$ cat config.mk
export PLATFORM = sky130hd
export DESIGN_NAME = ptm_stream_ctrl
export DESIGN_NICKNAME = d
export VERILOG_FILES = /design/src/rtl/ptm_pkg.sv /design/src/rtl/ptm_addr_fifo.sv /design/src/rtl/ptm_stream_ctrl.sv
export SDC_FILE = /design/constraint.sdc
export NUM_CORES = 1
export LEC_CHECK = 0
export ABC_AREA = 1
export CAP_MARGIN = 10
export CORE_MARGIN = 2
export CORE_UTILIZATION = 45
export CTS_CLUSTER_SIZE = 14
export DETAILED_ROUTE_END_ITERATION = 8
export DONT_BUFFER_PORTS = 1
export GPL_TIMING_DRIVEN = 1
export PLACE_DENSITY = 0.6
export SLEW_MARGIN = 25
export SYNTH_ARGS = -nofsm -noshare
export SYNTH_HDL_FRONTEND = slang
export SYNTH_HIERARCHICAL = 1
export SYNTH_SLANG_ARGS = --single-unit
$ cat constraint.sdc
create_clock -name iClk -period 2.9 [get_ports iClk]
set_input_delay 0.29 -clock iClk [delete_from_list [all_inputs] [get_ports iClk]]
set_output_delay 0.29 -clock iClk [all_outputs]
set_load 0.01 [all_outputs]
$ cat src/rtl/ptm_pkg.sv
// Shared PTM trace definitions: A-sync framing bytes and the stream
// controller state encoding. The decoder uses the same header constants.
package ptm_pkg;

    // A-sync is a run of PTM_ASYNC_BYTE closed by PTM_ASYNC_END
    localparam logic [7:0] PTM_ASYNC_BYTE = 8'h00;
    localparam logic [7:0] PTM_ASYNC_END  = 8'h80;

    typedef enum logic [1:0] {
        HUNT  = 2'd0,
        RUN   = 2'd1,
        FLUSH = 2'd2
    } ptm_ctrl_state_e;

endpackage

$ cat src/rtl/ptm_addr_fifo.sv
// Synchronous FIFO for decoded branch addresses. The head entry is held in
// a register, so oHead is valid in the same cycle oValid rises. iClr empties
// the FIFO in one cycle.
module ptm_addr_fifo #(
    parameter  int DEPTH = 8,
    parameter  int WIDTH = 32,
    localparam int PTR_W = $clog2(DEPTH),
    localparam int CNT_W = PTR_W + 1
) (
    input  logic             iClk,
    input  logic             iRsn,
    input  logic             iClr,
    input  logic             iPush,
    input  logic [WIDTH-1:0] iData,
    input  logic             iPop,
    output logic [WIDTH-1:0] oHead,
    output logic             oValid,
    output logic [CNT_W-1:0] oCount
);

    logic [WIDTH-1:0] mem [DEPTH];
    logic [PTR_W-1:0] wr_ptr;
    logic [PTR_W-1:0] rd_ptr;
    logic [CNT_W-1:0] count;
    logic [WIDTH-1:0] head;

    // Storage array; only slots between rd_ptr and wr_ptr are ever read, so no reset
    always_ff @(posedge iClk) begin
        if (iPush) begin
            mem[wr_ptr] <= iData;
        end
    end

    // Pointers and occupancy; a simultaneous push and pop leaves the count unchanged
    always_ff @(posedge iClk or negedge iRsn) begin
        if (!iRsn) begin
            wr_ptr <= '0;
            rd_ptr <= '0;
            count  <= '0;
        end else if (iClr) begin
            wr_ptr <= '0;
            rd_ptr <= '0;
            count  <= '0;
        end else begin
            if (iPush) wr_ptr <= wr_ptr + PTR_W'(1);
            if (iPop)  rd_ptr <= rd_ptr + PTR_W'(1);
            case ({iPush, iPop})
                2'b10:   count <= count + CNT_W'(1);
                2'b01:   count <= count - CNT_W'(1);
                default: count <= count;
            endcase
        end
    end

    // Head register: refilled from the next slot on pop, or straight from the
    // write data when the pushed entry becomes the head
    always_ff @(posedge iClk or negedge iRsn) begin
        if (!iRsn) begin
            head <= '0;
        end else if (iClr) begin
            head <= '0;
        end else if (iPop) begin
            if (count >= CNT_W'(2)) begin
                head <= mem[rd_ptr + PTR_W'(1)];
            end else if (iPush) begin
                head <= iData;
            end
        end else if (iPush && (count == '0)) begin
            head <= iData;
        end
    end

    assign oHead  = head;
    assign oValid = (count != '0);
    assign oCount = count;

    a_no_push_full: assert property (@(posedge iClk) disable iff (!iRsn)
        !(iPush && !iPop && !iClr && (count == CNT_W'(DEPTH))));
    a_no_pop_empty: assert property (@(posedge iClk) disable iff (!iRsn)
        !(iPop && !iClr && (count == '0)));

endmodule

$ cat src/rtl/ptm_stream_ctrl.sv
// PTM stream controller: hunts for A-sync in the raw trace byte stream,
// keeps the decoder in reset until aligned, forwards bytes to it with
// back-pressure and buffers the decoded branch addresses for the sink.
module ptm_stream_ctrl
    import ptm_pkg::*;
#(
    parameter int FIFO_DEPTH  = 8,
    parameter int ASYNC_ZEROS = 5,
    parameter int LOST_W      = 16
) (
    input  logic              iClk,
    input  logic              iRsn,
    input  logic              iValid,
    input  logic [7:0]        iData,
    output logic              oReady,
    input  logic              iResync,
    output logic              oDecRsn,
    output logic              oDecEn,
    output logic [7:0]        oDecData,
    input  logic [31:0]       iDecAddr,
    input  logic              iDecEn,
    output logic              oAddrValid,
    output logic [31:0]       oAddr,
    input  logic              iAddrReady,
    output logic              oSynced,
    output logic [LOST_W-1:0] oLostCnt
);

    localparam int              CNT_W   = $clog2(FIFO_DEPTH) + 1;
    localparam int              ZC_W    = $clog2(ASYNC_ZEROS + 1);
    localparam logic [ZC_W-1:0] ZC_MAX  = ZC_W'(ASYNC_ZEROS);
    // Room for the entry pushed this cycle plus two bytes still in the decoder path
    localparam logic [CNT_W-1:0] RDY_MAX = CNT_W'(FIFO_DEPTH - 3);

    ptm_ctrl_state_e   state;
    logic [ZC_W-1:0]   zcnt;
    logic [LOST_W-1:0] lost_cnt;
    logic              alive;
    logic              dec_rsn_p1;
    logic              dec_en_p1;
    logic [7:0]        dec_data_p1;
    logic [CNT_W-1:0]  fifo_count;
    logic              fire;
    logic              fifo_clr;
    logic              fifo_push;
    logic              fifo_pop;

    function automatic logic [LOST_W-1:0] lost_sat_inc(input logic [LOST_W-1:0] v);
        return (&v) ? v : v + LOST_W'(1);
    endfunction

    function automatic logic [ZC_W-1:0] zcnt_sat_inc(input logic [ZC_W-1:0] v);
        return (v == ZC_MAX) ? v : v + ZC_W'(1);
    endfunction

    // Handshake: a resync request wins over a byte offered in the same cycle
    assign oReady = alive && (state != FLUSH) && (fifo_count <= RDY_MAX) && !iResync;
    assign fire   = iValid && oReady;

    // Alignment FSM, zero-run counter and lost-byte counter
    always_ff @(posedge iClk or negedge iRsn) begin
        if (!iRsn) begin
            state    <= HUNT;
            zcnt     <= '0;
            lost_cnt <= '0;
            alive    <= 1'b0;
        end else begin
            alive <= 1'b1;
            if (iResync || (state == FLUSH)) begin
                state <= iResync ? FLUSH : HUNT;
                zcnt  <= '0;
            end else if ((state == HUNT) && fire) begin
                lost_cnt <= lost_sat_inc(lost_cnt);
                if (iData == PTM_ASYNC_BYTE) begin
                    zcnt <= zcnt_sat_inc(zcnt);
                end else if ((iData == PTM_ASYNC_END) && (zcnt == ZC_MAX)) begin
                    state <= RUN;
                    zcnt  <= '0;
                end else begin
                    zcnt <= '0;
                end
            end
        end
    end

    // Decoder-facing registers: reset held until RUN, one strobe per accepted byte
    always_ff @(posedge iClk or negedge iRsn) begin
        if (!iRsn) begin
            dec_rsn_p1  <= 1'b0;
            dec_en_p1   <= 1'b0;
            dec_data_p1 <= '0;
        end else if (iResync || (state != RUN)) begin
            dec_rsn_p1 <= 1'b0;
            dec_en_p1  <= 1'b0;
        end else begin
            dec_rsn_p1 <= 1'b1;
            dec_en_p1  <= fire;
            if (fire) begin
                dec_data_p1 <= iData;
            end
        end
    end

    assign oDecRsn  = dec_rsn_p1;
    assign oDecEn   = dec_en_p1;
    assign oDecData = dec_data_p1;
    assign oSynced  = (state == RUN);
    assign oLostCnt = lost_cnt;

    // Decoder output only counts while aligned; anything arriving during a flush is stale
    assign fifo_clr  = iResync || (state == FLUSH);
    assign fifo_push = iDecEn && (state == RUN) && !fifo_clr;
    assign fifo_pop  = oAddrValid && iAddrReady && !fifo_clr;

    ptm_addr_fifo #(
        .DEPTH (FIFO_DEPTH),
        .WIDTH (32)
    ) u_addr_fifo (
        .iClk   (iClk),
        .iRsn   (iRsn),
        .iClr   (fifo_clr),
        .iPush  (fifo_push),
        .iData  (iDecAddr),
        .iPop   (fifo_pop),
        .oHead  (oAddr),
        .oValid (oAddrValid),
        .oCount (fifo_count)
    );

endmodule

---- Word level (Yosys, flattened, before mapping) ----
Memories as Yosys holds them, arrays and structs flattened.
Index checks and enable logic that the tools add are counted.
word-level totals
  flip-flop bits (word level) ............. 74
  latch bits .............................. 0
  memory bits (writable) .................. 256
  bits in read-only memories .............. 0
  bits of input ports ..................... 46
  output and inout port bits .............. 61
  logic and storage cells ................. 89
  memories ................................ 1
cells by class
  add/sub/neg operators ................... 6
  multipliers ............................. 0
  div/mod/pow operators ................... 0
  order comparisons ....................... 2
  eq/ne operators ......................... 11
  shift operators ......................... 0
  muxes and demuxes ....................... 24
  bitwise logic cells ..................... 3
  reduce and logical (&&, ||, !) cells .... 31
memory list
  memory           depth  bits a word  read ports  clocked after Yosys merged registers in  wr ports  RTL line             source
  u_addr_fifo.mem  8      32           1           0                                        1         ptm_addr_fifo.sv:21  logic [WIDTH-1:0] mem [DEPTH];
operators by type and width
  kind                                                   count
  2-to-1 mux 32 bit                                      5
  2-to-1 mux 3 bit                                       8
  adder 16 x 1 -> 16 bit, second input constant          1
  AND reduction 16 bit                                   1
  logical AND 1 bit                                      11
  2-to-1 mux 2 bit                                       5
  adder 3 x 1 -> 3 bit, second input constant            3
  == test 8 bit, second input constant                   1
  logical NOT 8 bit                                      1
  case mux 4 bit (2 select lines)                        1
  nonzero test 2 bit                                     4
  AND reduction 2 bit                                    3
  AND reduction 3 bit                                    2
  nonzero test 3 bit                                     2
  adder 4 x 1 -> 4 bit, second input constant            1
  == test 2 x 1 -> 1 bit, second input constant          2
  == test 2 bit, second input constant                   2
  >= comparator 4 x 2 -> 1 bit, second input constant    1
  <= comparator 4 x 3 -> 1 bit, second input constant    1
  logical NOT 4 bit                                      1
  2-to-1 mux 1 bit                                       4
  2-to-1 mux 4 bit                                       1
  inequality test 2 bit, second input constant           2
  inequality test 4 x 3 -> 1 bit, second input constant  1
  other kinds (9)                                        13

---- Longest topological paths before layout ----
  depth after elaboration ................. 8
  depth in mapped cells ................... 15
  gate-level depth less buffers ........... 15

---- Cells and area by module ----
The synthesis kept the hierarchy.
modules (own cells, without submodules)
  module           instances  cells an instance  area each (sq um)  seq. area each (sq um)
  ptm_addr_fifo    1          1,189              12,589.6           8,738.4
  ptm_stream_ctrl  1          242                1,798.0            800.8

---- Worst setup path before layout ----
Ideal clock, no wire load.
  kind .................................... reg2reg
  from .................................... reg state[1]
  to ...................................... mem u_addr_fifo.mem[0][0] (enable)
  arrival time ............................ 2.858 ns
  required time ........................... 2.479 ns
  setup slack ............................. -0.379 ns
  cell stages (with the launch flop) ...... 7
  path buffers ............................ 0
  period minus slack after synthesis ...... 3.279 ns
  path through ............................ dfrtp_1 > nor2_1 > nand2_1 > nor2_1 > inv_2 > or2_2 > nor2_1
RTL lines
  element                                 RTL line                source
  from (decl)                             ptm_stream_ctrl.sv:35   ptm_ctrl_state_e state;
  from (signal assigned)                  ptm_stream_ctrl.sv:70   state <= iResync ? FLUSH : HUNT;
  == test 2 x 1 -> 1 bit                  -
  net oSynced                             ptm_stream_ctrl.sv:25   output logic oSynced,
  logical AND 1 bit (2 in a row)          ptm_stream_ctrl.sv:112  assign fifo_push = iDecEn && (state == RUN) && !fifo_clr;
  net fifo_push                           ptm_stream_ctrl.sv:45   logic fifo_push;
  2-to-1 mux 1 bit                        ptm_addr_fifo.sv:29     if (iPush) begin
  2-to-1 mux 1 bit (implied by the code)  ptm_addr_fifo.sv:30     mem[wr_ptr] <= iData;
  to (decl)                               ptm_addr_fifo.sv:21
The timed path passes the listed nets, and every way through them passes these cells.

---- Final worst setup path ----
  from .................................... reg u_addr_fifo.rd_ptr[0]
  to ...................................... reg u_addr_fifo.head[24] (netlist: u_addr_fifo/oHead[24])
on the way
  cells in the longest elaborated chain, start to end .. 5
ends and longest elaborated chain
  element                   RTL line             source
  from (decl)               ptm_addr_fifo.sv:23  logic [PTR_W-1:0] rd_ptr;
  from (signal assigned)    ptm_addr_fifo.sv:46  if (iPop) rd_ptr <= rd_ptr + PTR_W'(1);
  adder 3 x 1 -> 3 bit      ptm_addr_fifo.sv:64  head <= mem[rd_ptr + PTR_W'(1)];
  memory read (8 x 32 bit)  -
  2-to-1 mux 32 bit         ptm_addr_fifo.sv:63  if (count >= CNT_W'(2)) begin
  2-to-1 mux 32 bit         ptm_addr_fifo.sv:62  end else if (iPop) begin
  2-to-1 mux 32 bit         ptm_addr_fifo.sv:60  end else if (iClr) begin
  to (signal assigned)      ptm_addr_fifo.sv:64
  to (signal assigned)      ptm_addr_fifo.sv:66  head <= iData;
  to (signal assigned)      ptm_addr_fifo.sv:69  head <= iData;
  to (decl)                 ptm_addr_fifo.sv:25  logic [WIDTH-1:0] head;
Every way passes these cells.
A chain may end at the register's enable or synchronous reset.

==> summary.txt <==
STA
  – Hold Fails Final Rpt: 0
  – Final Max Tran Viols: 0
  – RSZ-0062 raised after global routing: no
  – Achievable frequency: 415 MHz
  – Skew final: 13.8 ps
  – Final worst path period need: 2410 ps
  – Worst slew pin tran: 873 ps
  – Setup TNS: 0 ps
  – Slew headroom: 41.8%
  – Hold Slack: 19.3 ps
  – Final worst-path cycle share: 83.1%
  – Final Setup Violations: 0

Placement
  – Area after DPL: 14800 µm²
  – Gp weighted congestion: 0.765
  – Detailed placement HPWL: 17400 µm
  – Input/output buffers: 0
  – Placed instance count: 1790

Floorplanning
  – FP Rows: 65
  – Die area: 33400 µm²
  – I/O pins: 107
  – Core ar.: 31600 µm²
  – Die Width: 183 µm
  – Initial Util: 45.6%
  – Height of the die: 183 µm

Synth
  – FF+latch count, synth: 330
  – Seq/Total Area, Yosys: 66.3%
  – Library cells used by synthesis: 37
  – Area of the mapped netlist: 14400 µm²
  – Average size of a mapped cell: 10.1 µm²
  – Ys Warns: 6
  – Synth area leader: edfxtp_1
  – Mapped Cells: 1431
  – Top cell type's share of synthesized area: 53.4%
  – Mapped Nets: 1484
  – Synth area leaders: edfxtp_1 53%, nand2_1 18%, dfrtp_1 13%

Job
  – Max-Cap Viols: 0

Critical path
  – Slowest cell on the critical path: buf_4
  – Top delay family on crit path: buffers and inverters
  – Worst EP arrival: 2870 ps
  – Crit Path Category: flop to flop
  – Length in cells of the worst reg-to-reg path: 10
  – Worst path max stage delay: 710 ps
  – CP required: 3360 ps
  – Crit path max fanout: 66
  – Worst Path Buf+Inv: 2
  – CP dominant cell by count: nand2_1
  – Worst setup SP type: flop
  – WP depth: 10
  – Crit path capture type: flop
  – CP cell instances: buf_4 -> buf_4 -> nand2_1 -> nand3_1 -> nand2_1 -> nand2_1 -> nand2_1 -> nand2_1 -> nand2_1 -> nand2_1

Pwr
  – PD cells: 621 nW/µm²
  – Psw: 2210 µW
  – Switching share of power: 21.7%
  – Cell Int Power: 8010 µW
  – Clk pwr share: 44.3%
  – Maximum vdd drop: 0.364 mV
  – Total Power Consumption: 10200 µW
  – Combinational Power Share: 4.6%
  – Sequential power share: 51.1%
  – Leakage Power: 0.00671 µW

Cells and area
  – Fillers: 2762
  – Finished Layout Cells: 1900
  – Fraction of layout cells with a size suffix above 1: 7.94%
  – Area of the multi-input gates: 4340 µm²
  – Area delta synth->final: 14.3%
  – Fin area: 16500 µm²
  – Reg area: 9540 µm²
  – Commonest non-fill, non-tap cell in the layout: nand2_1
  – # diodes: 0
  – # nets final: 1523
  – Commonest non-fill, non-tap cells in the layout: 685 x nand2_1, 256 x edfxtp_1, 148 x nand3_1

Global route
  – Largest net degree at the start of global routing: 75
  – GR Overflow Total: 0
  – GRT Resource Usage Total: 19.6%
  – Global-route wire length before repair: 52000 µm
  – Vias in the first global route: 9718
  – Initial antenna violation count: 0

Drt
  – 1st-iter DRT viols: 812
  – Routed vias: 9727
  – WL per Instance: 16.9 µm
  – Residual DRC count: 0
  – Post-DRT Antenna Nets: 0
  – Initial DRT Pass Iterations: 6
  – Routed WL: 32100 µm
  – Vias per cell: 5.12

Clocking
  – Clk_lat worst skew: 520 ps
  – Clock Sink Count: 330
  – Clock root buffer: clkbuf_16
  – Cells resized by post-CTS repair: 0
  – CTS tree: done
  – Number of H-tree levels: 2
  – CTS Buf Count: 36
  – CTS Buffer Depth: 3
  – Worst-path clk slew: 60 ps

Run status
  – Outcome: completed

Min path
  – Worst Hold Depth: 4
  – Worst Hold Class: input port to flop
-- cell type report --
| class | instances | area share [%] |
|---|---|---|
| timing repair buffer | 65 | 4.61 |
| multi-input combinational | 1001 | 26.4 |
| sequential | 330 | 58.0 |
| inverter | 36 | 0.844 |
| tap | 402 | 3.06 |
| clock inverter | 19 | 1.09 |
| clock buffer | 47 | 6.04 |
-- synthesized netlist by cell type --
master / count
a21oi_1: 1
a211oi_1: 1
nand3_4: 2
nor2_1: 104
buf_6: 20
clkbuf_1: 3
o21ai_4: 1
or2_0: 1
nand2_4: 1
nand3_1: 148
nor2_8: 2
inv_4: 1
buf_1: 3
nor2_2: 3
inv_2: 5
nor3_1: 2
nand4_1: 5
edfxtp_1: 256
nor2_4: 4
buf_4: 4
nand2_1: 685
ha_1: 7
or2_2: 1
xnor2_2: 1
xor2_1: 5
nand3b_1: 1
nand3_2: 2
conb_1: 1
inv_1: 28
o21a_1: 1
dfrtp_1: 74
clkinv_1: 2
o21ai_1: 1
o21ai_0: 8
buf_2: 34
nand2_2: 7
xnor2_1: 6
-- worst reg2reg max path, delay by kind of cell (launching register included) --
kind	cells	cell delay (ps)
buffers and inverters	2	1290
AND/OR/NAND/NOR	8	650
flip-flops	1	400
-- power by group through the flow --
stage | Combinational (µW) | Clock (µW) | Sequential [µW]
floorplan | 292 | 0 | 5310
global placement | 337 | 0 | 5330
detailed placement | 345 | 0 | 5330
CTS | 468 | 4620 | 5230
global route | 534 | 4790 | 5230
finish | 469 | 4520 | 5230
-- repair_timing --
item / CTS / global route
hold buffers: 43 / 0
setup buffers: 0 / 0
endpoints found under the setup margin: 0 / 0
hold endpoints to repair: 342 / 0
-- path summary, 6_finish.rpt --
path                                  startpoint                     to  slack [ps]
setup / recovery           u_addr_fifo/rd_ptr[0]  u_addr_fifo/oHead[24]         490
hold reg to reg                          zcnt[1]                zcnt[1]         510
setup reg to reg           u_addr_fifo/rd_ptr[0]  u_addr_fifo/oHead[24]         490
min in group asynchronous                   iRsn            oLostCnt[6]         380
hold / removal                      iDecAddr[19]  u_addr_fifo/oHead[19]          20
max in group asynchronous                   iRsn  u_addr_fifo/rd_ptr[0]        2190
-- per-layer routing --
layer / vias up / wire, µm / global-route usage (%)
met1: 4659 / 13900 / 25.0
met3: 49 / 1750 / 3.89
li1: 4779 / - / -
met5: - / 0 / 0
met4: 0 / 590 / 5.34
met2: 240 / 15900 / 34.4
-- cells by family after synthesis --
| kind of cell | count (synthesis) | share of synthesized area, % |
|---|---|---|
| flops | 330 | 66.3 |
| buf+inv | 100 | 4.07 |
| simple gates | 968 | 27.6 |
| xor+xnor | 12 | 0.783 |
| fa+ha+maj | 7 | 0.609 |
| other cells | 1 | 0.0261 |
| compound gates | 13 | 0.565 |
-- sequential cells by signal (all words and copies together) (netlist names) --
name,count
alive,1
oDecData,8
oDecEn,1
oDecRsn,1
oLostCnt,16
state,2
u_addr_fifo/mem,256
u_addr_fifo/oCount,4
u_addr_fifo/oHead,32
u_addr_fifo/rd_ptr,3
u_addr_fifo/wr_ptr,3
zcnt,3
-- stage by stage --
step | setup slack [ps] | util [%]
detailed placement | 365 | 46.9
global route | 167 | 52.1
floorplan | -379 | -
CTS | 341 | 52.1
global placement | 457 | 46.9
finish | 490 | 52.1
Power figures use the tool's default switching activity.
